==> src/rtl/result_formatter_if.sv <==
// result_formatter_if: word-in / byte-out stb/ack bundle.
// slave = formatter side, master = upstream + downstream side.
//
// Signals:
//   input_stb/input_data/input_ack    32-bit signed result handshake
//   output_stb/output_data/output_ack ASCII byte stream handshake
interface result_formatter_if;

    logic        input_stb;
    logic [31:0] input_data;
    logic        input_ack;
    logic        output_stb;
    logic [7:0]  output_data;
    logic        output_ack;

    modport slave (
        input  input_stb,
        input  input_data,
        input  output_ack,
        output input_ack,
        output output_stb,
        output output_data
    );

    modport master (
        output input_stb,
        output input_data,
        output output_ack,
        input  input_ack,
        input  output_stb,
        input  output_data
    );

endinterface

==> src/rtl/result_formatter.sv <==
// result_formatter: renders a 32-bit signed result as ASCII decimal
// ('-', digits without leading zeros, optional terminator) on a byte stream.
//
// Ports:
//   CLK      rising-edge clock
//   RST      asynchronous active-low reset
//   bus      result_formatter_if.slave
//            input_stb/input_data/input_ack    : word capture handshake
//            output_stb/output_data/output_ack : character stream
// Parameters:
//   TERM_CHAR  terminator byte appended after the digits
//   EMIT_TERM  1 = append TERM_CHAR, 0 = digits only
module result_formatter #(
    parameter logic [7:0] TERM_CHAR = 8'h0A,
    parameter bit         EMIT_TERM = 1'b1
) (
    input  logic              CLK,
    input  logic              RST,
    result_formatter_if.slave bus
);

    typedef enum logic [1:0] {
        IDLE,
        CONVERT,
        EMIT
    } state_t;

    // registered state
    state_t      r_state;
    logic        r_sign;
    logic [31:0] r_mag;
    logic [39:0] r_bcd;
    logic [4:0]  r_cnt;
    logic [3:0]  r_len;
    logic [3:0]  r_idx;
    logic [7:0]  r_buf [12];
    logic        r_in_ack;
    logic        r_out_stb;
    logic [7:0]  r_out_data;

    // next-state values
    state_t      w_state_nxt;
    logic        w_sign_nxt;
    logic [31:0] w_mag_nxt;
    logic [39:0] w_bcd_nxt;
    logic [4:0]  w_cnt_nxt;
    logic [3:0]  w_len_nxt;
    logic [3:0]  w_idx_nxt;
    logic        w_load;
    logic        w_in_ack_nxt;
    logic        w_out_stb_nxt;
    logic [7:0]  w_out_data_nxt;

    // double-dabble datapath
    logic [39:0] w_bcd_adj;
    logic [39:0] w_bcd_shift;
    logic [31:0] w_mag_shift;

    // character sequence builder
    logic [3:0]  w_msd;
    logic [3:0]  w_k;
    logic [3:0]  w_nd;
    logic [3:0]  w_len;
    logic [3:0]  w_pos;
    logic [3:0]  w_dig;
    logic [7:0]  w_seq [12];

    assign bus.input_ack   = r_in_ack;
    assign bus.output_stb  = r_out_stb;
    assign bus.output_data = r_out_data;

    // One double-dabble step: correct nibbles >=5, then shift {bcd, mag}.
    always_comb begin
        w_bcd_adj = r_bcd;
        for (int d = 0; d < 10; d++) begin
            if (r_bcd[4*d +: 4] >= 4'd5) begin
                w_bcd_adj[4*d +: 4] = r_bcd[4*d +: 4] + 4'd3;
            end
        end
        {w_bcd_shift, w_mag_shift} = {w_bcd_adj, r_mag} << 1;
    end

    // Build the string from the BCD value produced by the final shift.
    // The highest nonzero nibble wins; all-zero leaves index 0 -> "0".
    always_comb begin
        w_msd = 4'd0;
        for (int d = 0; d < 10; d++) begin
            if (w_bcd_shift[4*d +: 4] != 4'd0) begin
                w_msd = 4'(d);
            end
        end
        w_k   = {3'b000, r_sign};
        w_nd  = w_msd + 4'd1;
        w_len = w_k + w_nd + (EMIT_TERM ? 4'd1 : 4'd0);
        w_pos = 4'd0;
        w_dig = 4'd0;
        for (int i = 0; i < 12; i++) begin
            w_pos    = 4'(i);
            w_dig    = 4'd0;
            w_seq[i] = 8'h00;
            if (w_pos < w_k) begin
                w_seq[i] = 8'h2D;
            end else if ((w_pos - w_k) < w_nd) begin
                w_dig    = w_msd - (w_pos - w_k);
                w_seq[i] = 8'h30 + {4'h0, w_bcd_shift[{w_dig, 2'b00} +: 4]};
            end else if (EMIT_TERM && ((w_pos - w_k) == w_nd)) begin
                w_seq[i] = TERM_CHAR;
            end
        end
    end

    // FSM next-state and outputs
    always_comb begin
        w_state_nxt    = r_state;
        w_sign_nxt     = r_sign;
        w_mag_nxt      = r_mag;
        w_bcd_nxt      = r_bcd;
        w_cnt_nxt      = r_cnt;
        w_len_nxt      = r_len;
        w_idx_nxt      = r_idx;
        w_load         = 1'b0;
        w_in_ack_nxt   = 1'b0;
        w_out_stb_nxt  = r_out_stb;
        w_out_data_nxt = r_out_data;

        unique case (r_state)
            IDLE: begin
                if (bus.input_stb) begin
                    w_sign_nxt   = bus.input_data[31];
                    w_mag_nxt    = bus.input_data[31]
                                 ? (32'd0 - bus.input_data)
                                 : bus.input_data;
                    w_bcd_nxt    = 40'd0;
                    w_cnt_nxt    = 5'd0;
                    w_in_ack_nxt = 1'b1;
                    w_state_nxt  = CONVERT;
                end
            end

            CONVERT: begin
                w_bcd_nxt = w_bcd_shift;
                w_mag_nxt = w_mag_shift;
                w_cnt_nxt = r_cnt + 5'd1;
                if (r_cnt == 5'd31) begin
                    w_load         = 1'b1;
                    w_len_nxt      = w_len;
                    w_idx_nxt      = 4'd0;
                    w_out_stb_nxt  = 1'b1;
                    w_out_data_nxt = w_seq[0];
                    w_state_nxt    = EMIT;
                end
            end

            EMIT: begin
                if (r_out_stb && bus.output_ack) begin
                    if ((r_idx + 4'd1) == r_len) begin
                        w_out_stb_nxt  = 1'b0;
                        w_out_data_nxt = 8'h00;
                        w_idx_nxt      = 4'd0;
                        w_state_nxt    = IDLE;
                    end else begin
                        w_idx_nxt      = r_idx + 4'd1;
                        w_out_data_nxt = r_buf[r_idx + 4'd1];
                    end
                end
            end

            default: begin
                w_state_nxt = IDLE;
            end
        endcase
    end

    // state register
    always_ff @(posedge CLK or negedge RST) begin
        if (!RST) begin
            r_state    <= IDLE;
            r_sign     <= 1'b0;
            r_mag      <= 32'd0;
            r_bcd      <= 40'd0;
            r_cnt      <= 5'd0;
            r_len      <= 4'd0;
            r_idx      <= 4'd0;
            r_in_ack   <= 1'b0;
            r_out_stb  <= 1'b0;
            r_out_data <= 8'h00;
        end else begin
            r_state    <= w_state_nxt;
            r_sign     <= w_sign_nxt;
            r_mag      <= w_mag_nxt;
            r_bcd      <= w_bcd_nxt;
            r_cnt      <= w_cnt_nxt;
            r_len      <= w_len_nxt;
            r_idx      <= w_idx_nxt;
            r_in_ack   <= w_in_ack_nxt;
            r_out_stb  <= w_out_stb_nxt;
            r_out_data <= w_out_data_nxt;
        end
    end

    // character buffer, loaded once per number
    always_ff @(posedge CLK or negedge RST) begin
        if (!RST) begin
            for (int i = 0; i < 12; i++) begin
                r_buf[i] <= 8'h00;
            end
        end else if (w_load) begin
            for (int i = 0; i < 12; i++) begin
                r_buf[i] <= w_seq[i];
            end
        end
    end

endmodule

==> src/flat_wrapper.sv <==
// flat-port wrapper written by rule: the top's interface ports become plain ports
module result_formatter_flat 
#(
    parameter logic [7:0] TERM_CHAR = 8'h0A,
    parameter bit         EMIT_TERM = 1'b1
)
  (CLK, RST, bus_input_stb, bus_input_data, bus_output_ack, bus_input_ack, bus_output_stb, bus_output_data);
  result_formatter_if bus_i ();
  input  logic CLK;
  input  logic RST;
  input wire logic [$bits(bus_i.input_stb)-1:0] bus_input_stb;
  input wire logic [$bits(bus_i.input_data)-1:0] bus_input_data;
  input wire logic [$bits(bus_i.output_ack)-1:0] bus_output_ack;
  output wire logic [$bits(bus_i.input_ack)-1:0] bus_input_ack;
  output wire logic [$bits(bus_i.output_stb)-1:0] bus_output_stb;
  output wire logic [$bits(bus_i.output_data)-1:0] bus_output_data;
  assign bus_i.input_stb = bus_input_stb;
  assign bus_i.input_data = bus_input_data;
  assign bus_i.output_ack = bus_output_ack;
  assign bus_input_ack = bus_i.input_ack;
  assign bus_output_stb = bus_i.output_stb;
  assign bus_output_data = bus_i.output_data;
  result_formatter #(.TERM_CHAR(TERM_CHAR), .EMIT_TERM(EMIT_TERM)) u_core (.CLK(CLK), .RST(RST), .bus(bus_i));
endmodule
==> config.mk <==
export PLATFORM = sky130hd
export DESIGN_NAME = result_formatter_flat
export DESIGN_NICKNAME = d
export VERILOG_FILES = /design/src/rtl/result_formatter_if.sv /design/src/rtl/result_formatter.sv /design/src/flat_wrapper.sv
export SDC_FILE = /design/constraint.sdc
export NUM_CORES = 1
export LEC_CHECK = 0
export CAP_MARGIN = 30
export CORE_MARGIN = 2
export CORE_UTILIZATION = 55
export CTS_BUF_LIST = sky130_fd_sc_hd__clkbuf_4 sky130_fd_sc_hd__clkbuf_8 sky130_fd_sc_hd__clkbuf_16
export CTS_CLUSTER_SIZE = 24
export DETAILED_ROUTE_END_ITERATION = 7
export PLACE_DENSITY = 0.79
export SKIP_LAST_GASP = 1
export SYNTH_ARGS = -nofsm -noshare
export SYNTH_HDL_FRONTEND = slang
export SYNTH_SLANG_ARGS = --single-unit
==> constraint.sdc <==
create_clock -name CLK -period 11.8 [get_ports CLK]
set_clock_uncertainty 0.15 [all_clocks]
set_input_delay 2.36 -clock CLK [delete_from_list [all_inputs] [get_ports CLK]]
set_output_delay 2.36 -clock CLK [all_outputs]
set_load 0.05 [all_outputs]
==> After elaboration in Yosys (flattened, before gate mapping) <==
Index checks and enable logic that the tools add are counted.
{ "word_totals": {"reg_bits": 194, "latch_bits": 0, "ram_bits": 0, "romBits": 0, "input_bits": 36, "output_inout_bits": 10, "word_cells": 227, "memories": 0} }
{ "classes": {"addsub": 52, "n_mul": 0, "n_div": 0, "order_cmp": 25, "n_eq_ne": 20, "shift": 12, "muxes": 76, "n_bitwise": 1, "n_reduce_logical": 19} }
{ "ops": {"columns": ["op", "count"], "rows": [
  ["indexed part select 40 x 7 -> 4 bit", 12],
  ["2-to-1 mux 8 bit", 19],
  ["2-to-1 mux 4 bit", 32],
  ["adder 6 x 4 -> 7 bit, first input constant", 12],
  ["case mux 40 bit (2 select lines)", 1],
  ["2-to-1 mux 32 bit", 2],
  ["case mux 32 bit (2 select lines)", 1],
  ["equality test 4 bit", 13],
  ["< comparator 4 bit", 12],
  ["subtractor 4 bit", 12],
  ["greater-or-equal comparator 4 x 3 -> 1 bit, second input constant", 10],
  ["2-to-1 mux 40 bit", 1],
  ["adder 4 x 2 -> 4 bit, second input constant", 9],
  ["nonzero test 4 bit", 9],
  ["binary-select mux 8 bit (select 4 bit)", 1],
  ["subtractor 1 x 32 -> 32 bit, first input constant", 1],
  ["case mux 8 bit (2 select lines)", 1],
  ["subtractor 3 x 1 -> 4 bit, first input constant", 4],
  ["subtractor 4 x 1 -> 4 bit, first input constant", 4],
  ["adder 4 x 1 -> 4 bit, second input constant", 3],
  ["case mux 5 bit (2 select lines)", 1],
  ["2-to-1 mux 1 bit", 8],
  ["2-to-1 mux 2 bit", 4],
  ["case mux 4 bit (2 select lines)", 1],
  ["24 further kinds", 32]
]} }

==> Logic depth before layout (Yosys ltp) <==
Gate-level depths: netlist of run 1.
{ "depth": {"ltp_word": 19, "ltp_mapped": 24, "mapped_depth_nobuf": 23} }

==> Worst setup path before layout of run 1 <==
OpenSTA, ideal clock, no wires.
{ "synth_timing": {"kind": "input to register", "from": "input bus_input_data[10]", "to": "register u_core.r_mag[29]", "setup_time_ps": 136, "arrival_time_ps": 4774, "required_time_ps": 11514, "slack_ps": 6740, "path_stages": 8, "path_buffers": 0, "cell_sequence": "or4_1 -> or2_2 -> or4_1 -> or3_1 -> nand2b_1 -> o41ai_1 -> xor2_1 -> a21oi_1"} }
{ "synth_via": {"elab_chain_len": 4} }
{ "synth_lines": {"columns": ["item", "line", "source"], "rows": [
  ["from (decl)", "flat_wrapper.sv:12", "input wire logic [$bits(bus_i.input_data)-1:0] bus_input_data;"],
  ["subtractor 1 x 32 -> 32 bit", "result_formatter.sv:131", "? (32'd0 - bus.input_data)"],
  ["2-to-1 mux 32 bit", "result_formatter.sv:131", null],
  ["2-to-1 mux 32 bit", "result_formatter.sv:128", "if (bus.input_stb) begin"],
  ["case mux 32 bit (2 select lines)", "result_formatter.sv:126", "unique case (r_state)"],
  ["to (signal assigned)", "result_formatter.sv:190", "r_mag <= w_mag_nxt;"],
  ["to (decl)", "result_formatter.sv:31", "logic [31:0] r_mag;"]
]} }
Every way passes these cells. The select of a mux whose other input is x is not followed.
A chain may end at the register's enable or synchronous reset.

==> Worst setup path after layout of run 1 <==
{ "layout_timing": {"from": "register u_core.r_bcd[4]", "to": "register u_core.r_out_data[0] (netlist: u_core.bus.output_data[0])"} }
{ "layout_via": {"elab_chain_len": 19, "word_cells_on_any_way": 23, "cone_classes": "add/sub: 4; order compare: 2; shift: 1; mux: 14; reduce/logical: 2"} }
{ "layout_lines": {"columns": ["item", "line", "source"], "rows": [
  ["from (decl)", "result_formatter.sv:32", "logic [39:0] r_bcd;"],
  ["from (signal assigned)", "result_formatter.sv:191", "r_bcd <= w_bcd_nxt;"],
  ["adder 4 x 2 -> 4 bit or greater-or-equal comparator 4 x 3 -> 1 bit (tied branches)", "result_formatter.sv:77, result_formatter.sv:76", null],
  ["2-to-1 mux 4 bit *", "result_formatter.sv:76", "if (r_bcd[4*d +: 4] >= 4'd5) begin"],
  ["nonzero test 4 bit", "result_formatter.sv:88", "if (w_bcd_shift[4*d +: 4] != 4'd0) begin"],
  ["2-to-1 mux 1 bit", "result_formatter.sv:88", null],
  ["2-to-1 mux 4 bit (8 in series)", "result_formatter.sv:88", null],
  ["subtractor 4 bit", "result_formatter.sv:104", "w_dig = w_msd - (w_pos - w_k);"],
  ["indexed part select 40 x 7 -> 4 bit", "result_formatter.sv:105", "w_seq[i] = 8'h30 + {4'h0, w_bcd_shift[{w_dig, 2'b00} +: 4]};"],
  ["adder 6 x 4 -> 7 bit", "result_formatter.sv:105", null],
  ["2-to-1 mux 8 bit *", "result_formatter.sv:103", "end else if ((w_pos - w_k) < w_nd) begin"],
  ["2-to-1 mux 8 bit *", "result_formatter.sv:101", "if (w_pos < w_k) begin"],
  ["2-to-1 mux 8 bit *", "result_formatter.sv:144", "if (r_cnt == 5'd31) begin"],
  ["case mux 8 bit (2 select lines) *", "result_formatter.sv:126", null],
  ["to (signal assigned)", "result_formatter.sv:197", "r_out_data <= w_out_data_nxt;"],
  ["to (decl)", "result_formatter.sv:39", "logic [7:0] r_out_data;"]
]} }
Mark *: on every way between the ends. The rest lies on a longest branch, timed or not. The select of a mux whose other input is x is not followed.

==> results of run 1 <==
[final cells by class]
type,instances,area [µm²],share of cell area [%]
Multi-Input combinational cell,989,6990,55.7
Timing Repair Buffer,58,552,4.39
Clock inverter,13,151,1.21
Clock buffer,19,447,3.56
Inverter,39,146,1.17
Sequential cell,157,3930,31.3
Tap cell,270,338,2.69
[stage by stage]
step           setup slack, ps  utilization (%)  hold slack, ps  area (µm²)
2_1_floorplan             6740                -             291       11400
3_3_place_gp              6030             58.8             307       11900
3_5_place_dp              5990             58.9             312       12000
4_1_cts                   6000             61.9             329       12600
5_1_grt                   5430             61.9             346       12600
6_report                  5810             61.9             331       12600
[worst min-delay path: stages, from the launching register on]
cell and delay [ps]:
dfrtp_1 340, nand2_1 50, nand2_1 60
[sequential cells by signal (all words and copies together), names as in the netlist]
signal / cells
u_core.r_mag: 32
u_core.r_cnt: 5
u_core.r_idx: 4
u_core.r_buf: 61
u_core.bus.output_data: 6
u_core.bus.input_ack: 1
u_core.r_bcd: 40
u_core.bus.output_stb: 1
u_core.r_len: 4
u_core.r_state: 2
u_core.r_sign: 1
[worst paths after layout]
path	from	endpoint	slack, ps	cells past startpoint
worst max-delay path	u_core.r_bcd[4]	u_core.bus.output_data[0]	5810	20
worst min-delay path	u_core.r_buf[12]	u_core.r_buf[12]	330	2
min in group asynchronous	RST	u_core.r_bcd[26]	1690	1
max in group asynchronous	RST	u_core.r_buf[80]	8050	3
worst min register to register	u_core.r_buf[12]	u_core.r_buf[12]	330	2
worst max register to register	u_core.r_bcd[4]	u_core.bus.output_data[0]	5810	20
[layer usage]
layer	GRT usage, %	wire length (µm)	vias to the layer above
li1	-	-	4699
met1	39.7	13200	4865
met2	46.9	14800	496
met3	6.42	2690	97
met4	11.5	1160	0
met5	0	0	-
[cells by family after synthesis]
kind of cell | Yosys count | synth area share (%)
buffers and inverters | 118 | 4.19
multiplexers | 113 | 13.4
AND/OR/NAND/NOR | 383 | 16.6
AO/OA/AOI/OAI | 393 | 22.2
adder cells (fa/ha/maj) | 40 | 4.38
other | 1 | 0.0330
flip-flops | 157 | 34.5
XOR/XNOR | 58 | 4.66
[layout by cell type (no fill, tap or decap), types with 10 or more instances in the layout]
master | Yosys | layout
xor2_1 | 35 | 35
a221o_1 | 11 | 11
nand3_1 | 64 | 64
nor2_1 | 61 | 60
a31oi_1 | 15 | 15
buf_4 | 3 | 14
clkdlybuf4s50_1 | 0 | 42
a22oi_1 | 34 | 34
o31ai_1 | 28 | 28
nand2b_1 | 20 | 19
clkbuf_16 | 0 | 17
ha_1 | 39 | 39
inv_1 | 38 | 38
o211ai_1 | 15 | 15
o21ai_0 | 153 | 153
nor3_1 | 19 | 19
nor3b_1 | 19 | 19
nor2b_1 | 12 | 11
a21oi_1 | 51 | 51
nand2_1 | 132 | 131
a22o_1 | 10 | 10
dfrtp_1 | 157 | 157
mux2i_1 | 62 | 62
xnor2_1 | 20 | 20
mux4_2 | 27 | 27
mux2_2 | 22 | 22
==> out/qor.yml, run 1 <==
drtAntennaViolNets: 0
grt_use_total_pct: 29.5
drt_first_iter_violations: 1038
grt_pass1_wl_um: 51000
synth_area_leaders: "dfrtp_1 (35%), o21ai_0 (6.7%), mux2i_1 (5.5%)"
die_area_mm2: 0.0219
routed_wl_um: 31800
slew-limit-headroom_pct: 25.9
die_x_um: 148
hold_class: "reg -> reg"
cts_setup_buffers: 0
drv_slew: 0
drc: 0
initial_utilization_pct: 56.1
synth.largest_area_cell: "dfrtp_1"
worstPathCellList: "inv_1 > ha_1 > nand2b_1 > or3b_2 > o2111ai_1 > a31oi_1 > o31ai_1 > nand2b_1 > a21oi_1 > nand2b_1 > inv_1 > ha_1 > inv_1 > ha_1 > mux2_2 > o21ai_0 > or3_1 > o211a_1 > o31ai_1 > nand3_1"
cts_tree: "yes"
cts_resized: 0
cp_slowest_cell: "ha_1"
end_kind: "flop"
worst-path-buf-inv: 3
timing_hold_violations_final: 0
setup-tns-final_ps: 0
avgSynthCellArea_um2: 9.01
path_class: "reg -> reg"
port_buffers: 43
area_delta_synth_final_pct: 10.3
cts_buffer_depth: 2
grt_pass1_vias: 9469
synth_ff_type: "dfrtp_1"
synth_most_common_cell: "dfrtp_1"
grt_overflow: 0
critPathRequiredTime_ps: 11950
final_nets: 1337
setup_viol_count_final: 0
cts_buffers: 17
fillers: 1658
crit_family: "adder cells"
cp-start-kind: "flop"
ys_ff_latch: 157
layout_min_cycle_time_ps: 5990
clock_latency_ps: 440
antenna_found_initial: 0
dr.pass1.iters: 6
dp_cells: 1513
final_cells: 1545
ys_top_cells_by_count: "dfrtp_1 (157), o21ai_0 (153), nand2_1 (132)"
dp_hpwl_um: 23000
cp_max_fo: 16
synth_edf_count: 0
num_vias: 10157
antenna_cells: 0
min_period_over_period_pct: 50.7
syn_inst: 1263
outcome: "completed"
clk_pin_slew_ps: 70
synth_top_cell_area_share_pct: 34.5
cts_root_buffer: "clkbuf_16"
synth_seq_area_share_pct: 34.5
async_reset_ff_share_pct: 100
grt_setup_unrepaired: "no"
cts_htree_levels: 4
cts_hold_buf: 0
die_y_um: 148
ioPinCount: 46
cap_violations: 0
synth_cell_types: 77
worst_pin_slew_ps: 1100
post_drt_wl_per_cell_um: 20.6
grt_max_degree: 78
vias_per_cell: 6.57
synth_area_mm2: 0.0114
drive_gt1_share_pct: 9.49
gp_congestion: 1.04
yosysWarnings: 0
arrival_ps: 6140
cp_slowest_stage_delay_ps: 820
fmax_ghz: 0.167
std_cell_rows: 52
clock_sinks: 157
core_mm2: 0.0203
Power of run 1 is left out: the tool's default activity adds up to more than one toggle a clock period on the data nets, which glitch-free logic cannot reach.
==> run 2: changes to the inputs <==
PLACE_DENSITY = 0.82   (was 0.79)
clock period = 4.8 ns   (was 11.8 ns; I/O delays follow)
==> run 2 against run 1 <==
Net effect: critical endpoint is now u_core.r_buf[2]; final area rose by 4.7%; clock-buffer cell count decreased by 2; routed wire length rose by 4.8%; largest cell class unchanged; worst setup slack got worse by 5600 ps; non-clock buffer count increased by 60; sequential share of layout area fell by 1.4 points; via count rose by 4.6%; critical path depth down 1.
==> out/qor.yml, run 2 (same netlist as run 1, synthesis figures left out) <==
outcome: "completed"
dr.pass1.iters: 7
area_delta_synth_final_pct: 15.5
largest_reg_flops: 61
final_cell_mix: "dfrtp_1 (156), o21ai_0 (150), nand2_1 (131)"
grt_pass1_wl_um: 53500
slew-limit-headroom_pct: 39.3
cts_htree_levels: 4
final_cells: 1605
arrival_ps: 4750
crit_start: "u_core.r_bcd[16]"
drv_slew: 0
cts_hold_buf: 0
min_period_over_period_pct: 95.3
cp-start-kind: "flop"
drive_gt1_share_pct: 15.1
cts_buffer_depth: 2
drc: 0
vias_per_cell: 6.62
top_register: "u_core.r_buf"
end_kind: "flop"
hold-path-cell-count: 2
antenna_found_initial: 0
worst_pin_slew_ps: 907
dp_hpwl_um: 24500
worstPathCellList: "inv_1 > ha_1 > and3_1 > o21bai_1 > a221o_1 > o211ai_1 > o31ai_2 > nand2b_1 > a21oi_1 > nand2b_4 > inv_1 > ha_1 > buf_4 > ha_1 > buf_4 > mux2i_1 > o21ai_0 > a22oi_1 > o31ai_1"
cts_root_buffer: "clkbuf_16"
cp_max_fo: 14
die_y_um: 148
design_area_mm2: 0.0131
timing_hold_violations_final: 0
drtAntennaViolNets: 0
clock_sinks: 157
std_cell_rows: 52
cts_tree: "yes"
cp_slowest_cell: "dfrtp_1"
reg2reg_from: "u_core.r_bcd[16]"
worst-path-buf-inv: 4
crit_top_cell: "ha_1"
grt_overflow: 0
grt_pass1_vias: 10102
num_vias: 10620
gp_congestion: 0.988
top_regs: "u_core.r_buf: 61 flops, u_core.r_bcd: 40 flops, u_core.r_mag: 32 flops"
worstRegToRegCells: 19
min_to: "u_core.r_buf[16]"
path_class: "reg -> reg"
r2r_slack_ps: 230
critPathRequiredTime_ps: 4980
die_x_um: 148
setup_viol_count_final: 0
clk_pin_slew_ps: 70
core_mm2: 0.0203
crit_family: "compound AO/OA/AOI/OAI gates"
layout_commonest_cell: "dfrtp_1"
routed_wl_um: 33400
clock_latency_ps: 450
post_drt_wl_per_cell_um: 20.8
dp_cells: 1573
cp_slowest_stage_delay_ps: 430
r2r_end: "u_core.r_buf[2]"
min_from: "u_core.r_buf[16]"
grt_use_total_pct: 30.9
drt_first_iter_violations: 1059
antenna_cells: 0
port_buffers: 43
initial_utilization_pct: 56.1
layout_min_cycle_time_ps: 4570
hold_class: "reg -> reg"
cap_violations: 0
cts_buffers: 17
die_area_mm2: 0.0219
grt_max_degree: 96
final_nets: 1397
place_area_mm2: 0.0124
ioPinCount: 46
fmax_ghz: 0.219
-- run 2: cell types whose count changed in the layout (fill, tap and decap cells not counted), moves of 3 or more --
cell	change
o21ai_0	-3
ha_1	-3
clkinv_8	+3
clkinvlp_4	-3
buf_4	+58
-- run 2: area by class of cell --
class	instances	area, µm²
fill	1657	7160
multi-input combinational	989	7100
sequential	157	3930
timing repair buffer	118	1030
clock buffer	17	425
tap	270	338
clock inverter	15	173
inverter	39	146
-- run 2: worst reg2reg max path: stages, from the launching register on --
cell	delay, ps
dfrtp_1	430
inv_1	100
ha_1	310
and3_1	160
o21bai_1	60
a221o_1	370
o211ai_1	220
o31ai_2	120
nand2b_1	150
a21oi_1	190
nand2b_4	180
inv_1	60
ha_1	190
buf_4	200
ha_1	350
buf_4	200
mux2i_1	160
o21ai_0	420
a22oi_1	160
o31ai_1	280
-- run 2: how the worst max path moves through the flow --
| stage | to | slack (ps) | cells past startpoint |
|---|---|---|---|
| floorplan | u_core.bus.output_data[0] | 270 | 18 |
| global placement | u_core.bus.output_data[0] | 210 | 21 |
| detailed placement | u_core.bus.output_data[0] | 60 | 22 |
| CTS | u_core.bus.output_data[0] | 9 | 24 |
| global route | u_core.bus.output_data[0] | -60 | 24 |
| finish | u_core.r_buf[2] | 230 | 19 |
-- run 2: what timing repair did --
item,CTS,global route
pin swaps,0,3
buffers inserted,0,0
cloned,0,0
gates resized for setup,1,25
setup endpoints to repair,1,45
-- run 2: per-layer routing --
metal / wire, µm / up-vias / track usage [%]
met4: 1780 / 0 / 16.2
met3: 2710 / 142 / 5.80
met5: 0 / - / 0
met1: 13200 / 5124 / 39.6
li1: - / 4813 / -
met2: 15600 / 541 / 50.1
-- run 2: stage by stage --
step                util (%)  setup TNS (ps)  hold WS (ps)  setup slack (ps)
global placement        61.2               0           306               209
global route            64.7            -236           352             -56.7
CTS                     64.2               0           335              8.78
detailed placement      61.2               0           319              59.1
finish                  64.7               0           335               225
floorplan                  -               0           291               268
Power of run 2 is left out for the same reason.
==> run 3: changes to the inputs <==
CTS_CLUSTER_DIAMETER = 150   (was default)
RECOVER_POWER = 25   (was default)
==> run 3 against run 2 <==
Net effect: the run now ends with max-capacitance violations, max-slew violations left; utilization about the same; routed wire length about the same; non-clock buffer count unchanged; clock-buffer cell count unchanged; critical endpoint unchanged; critical path type unchanged; final area about the same; worst setup slack improved by 20 ps; sequential share of layout area about the same; flip-flop and latch count unchanged; global-route usage unchanged; via count increased by 0.14%; highest routed layer unchanged; largest cell class unchanged; die area unchanged; worst hold slack about the same.
==> out/qor.yml, run 3 (same netlist as run 1, synthesis figures left out) <==
layout_min_cycle_time_ps: 4550
cp_max_fo: 14
setup_viol_count_final: 0
final_cell_mix: "dfrtp_1 (156), o21ai_0 (150), nand2_1 (131)"
design_area_mm2: 0.0131
cp-start-kind: "flop"
failed_checks: "max-capacitance violations, max-slew violations"
arrival_ps: 4730
gp_congestion: 0.988
cts_buffer_depth: 2
drt-met1-wl_um: 13100
clock_sinks: 157
grt_pass1_wl_um: 53500
r2r_slack_ps: 250
setup-tns-final_ps: 0
clock_latency_ps: 450
dp_cells: 1573
final_cells: 1605
place_area_mm2: 0.0124
antenna_found_initial: 0
die_y_um: 148
grt_pass1_vias: 10102
end_kind: "flop"
ioPinCount: 46
clk_pin_slew_ps: 70
top_regs: "u_core.r_buf: 61 flops, u_core.r_bcd: 40 flops, u_core.r_mag: 32 flops"
worst_pin_slew_ps: 2430
endpoint: "u_core.r_buf[2]"
critPathRequiredTime_ps: 4980
top_register: "u_core.r_buf"
drc: 0
grt_max_degree: 96
core_mm2: 0.0203
routed_wl_um: 33300
dr.pass1.iters: 6
hold_class: "reg -> reg"
route.met2.wl_um: 15600
highest_layer: "met4"
drt_first_iter_violations: 1059
fmax_ghz: 0.220
cts_buffers: 17
cts_hold_buf: 0
r2r_end: "u_core.r_buf[2]"
min_period_over_period_pct: 94.9
cp_slowest_stage_delay_ps: 430
outcome: "finished, violations left"
cap_violations: 1
wl_met3_um: 2800
fin_util_pct: 64.7
vias_per_cell: 6.63
reg2reg_from: "u_core.r_bcd[16]"
antenna_cells: 0
cts_setup_buffers: 0
std_cell_rows: 52
die_area_mm2: 0.0219
drtAntennaViolNets: 0
post_drt_wl_per_cell_um: 20.8
crit_top_cell: "ha_1"
cp_slowest_cell: "dfrtp_1"
layout_commonest_cell: "dfrtp_1"
largest_reg_flops: 61
worstPathCellList: "inv_1 > ha_1 > and3_1 > o21bai_1 > a221o_1 > o211ai_1 > o31ai_2 > nand2b_1 > a21oi_1 > nand2b_4 > inv_1 > ha_1 > buf_4 > ha_1 > buf_4 > mux2i_1 > o21ai_0 > a22oi_1 > o31ai_1"
num_vias: 10635
area_delta_synth_final_pct: 15.4
slew-limit-headroom_pct: -61.8
cts_tree: "yes"
drv_slew: 95
cts_root_buffer: "clkbuf_16"
port_buffers: 43
timing_hold_violations_final: 0
dp_hpwl_um: 24500
grt_overflow: 0
drive_gt1_share_pct: 15.1
path_class: "reg -> reg"
initial_utilization_pct: 56.1
crit_start: "u_core.r_bcd[16]"
die_x_um: 148
grt_use_total_pct: 30.9
worstRegToRegCells: 19
final_nets: 1397
cts_htree_levels: 4
run 3: changes by cell type in the layout (fill, tap and decap cells not counted), sizes merged:
cell,change
buf,-1
clkbuf,+1
run 3: final cells by class:
class	instances	area (µm²)
fillers	1656	7170
multi-input cells	989	7100
flip-flops and latches	157	3930
repair buffers	118	1020
clock buffers	17	425
well taps	270	338
clock inverters	15	173
inverters	39	146
run 3: per-stage QoR:
stage / hold WS [ps] / setup WS [ps]
finish: 335 / 246
detailed placement: 319 / 59.1
global route: 352 / -56.7
global placement: 306 / 209
CTS: 335 / 8.78
floorplan: 291 / 268
run 3: repair_timing:
action | 4_1_cts | 5_1_grt
pin swaps | 0 | 3
endpoints found under the setup margin | 1 | 45
gates resized for setup | 1 | 25
run 3: routing by layer:
metal,global-route usage (%),vias to the layer above
li1,-,4809
met1,39.6,5111
met2,50.1,569
met3,5.80,146
met4,16.2,0
met5,0,-
run 3: worst max-delay path, delay by kind of cell, from the launching register on:
family | cells | cell delay [ps]
AOI/OAI and AO/OA | 8 | 1800
adders and majority gates | 3 | 840
buffers and inverters | 4 | 560
DFF | 1 | 430
muxes | 1 | 160
and+or+nand+nor | 3 | 490
run 3: worst min path at each step:
stage | start | endpoint | cells past startpoint
floorplan | u_core.r_buf[88] | u_core.r_buf[88] | 2
global placement | u_core.r_buf[72] | u_core.r_buf[72] | 2
detailed placement | u_core.r_buf[16] | u_core.r_buf[16] | 2
CTS | u_core.r_buf[16] | u_core.r_buf[16] | 2
global route | u_core.r_buf[28] | u_core.r_buf[28] | 1
finish | u_core.r_buf[16] | u_core.r_buf[16] | 2
Power of run 3 is left out for the same reason.
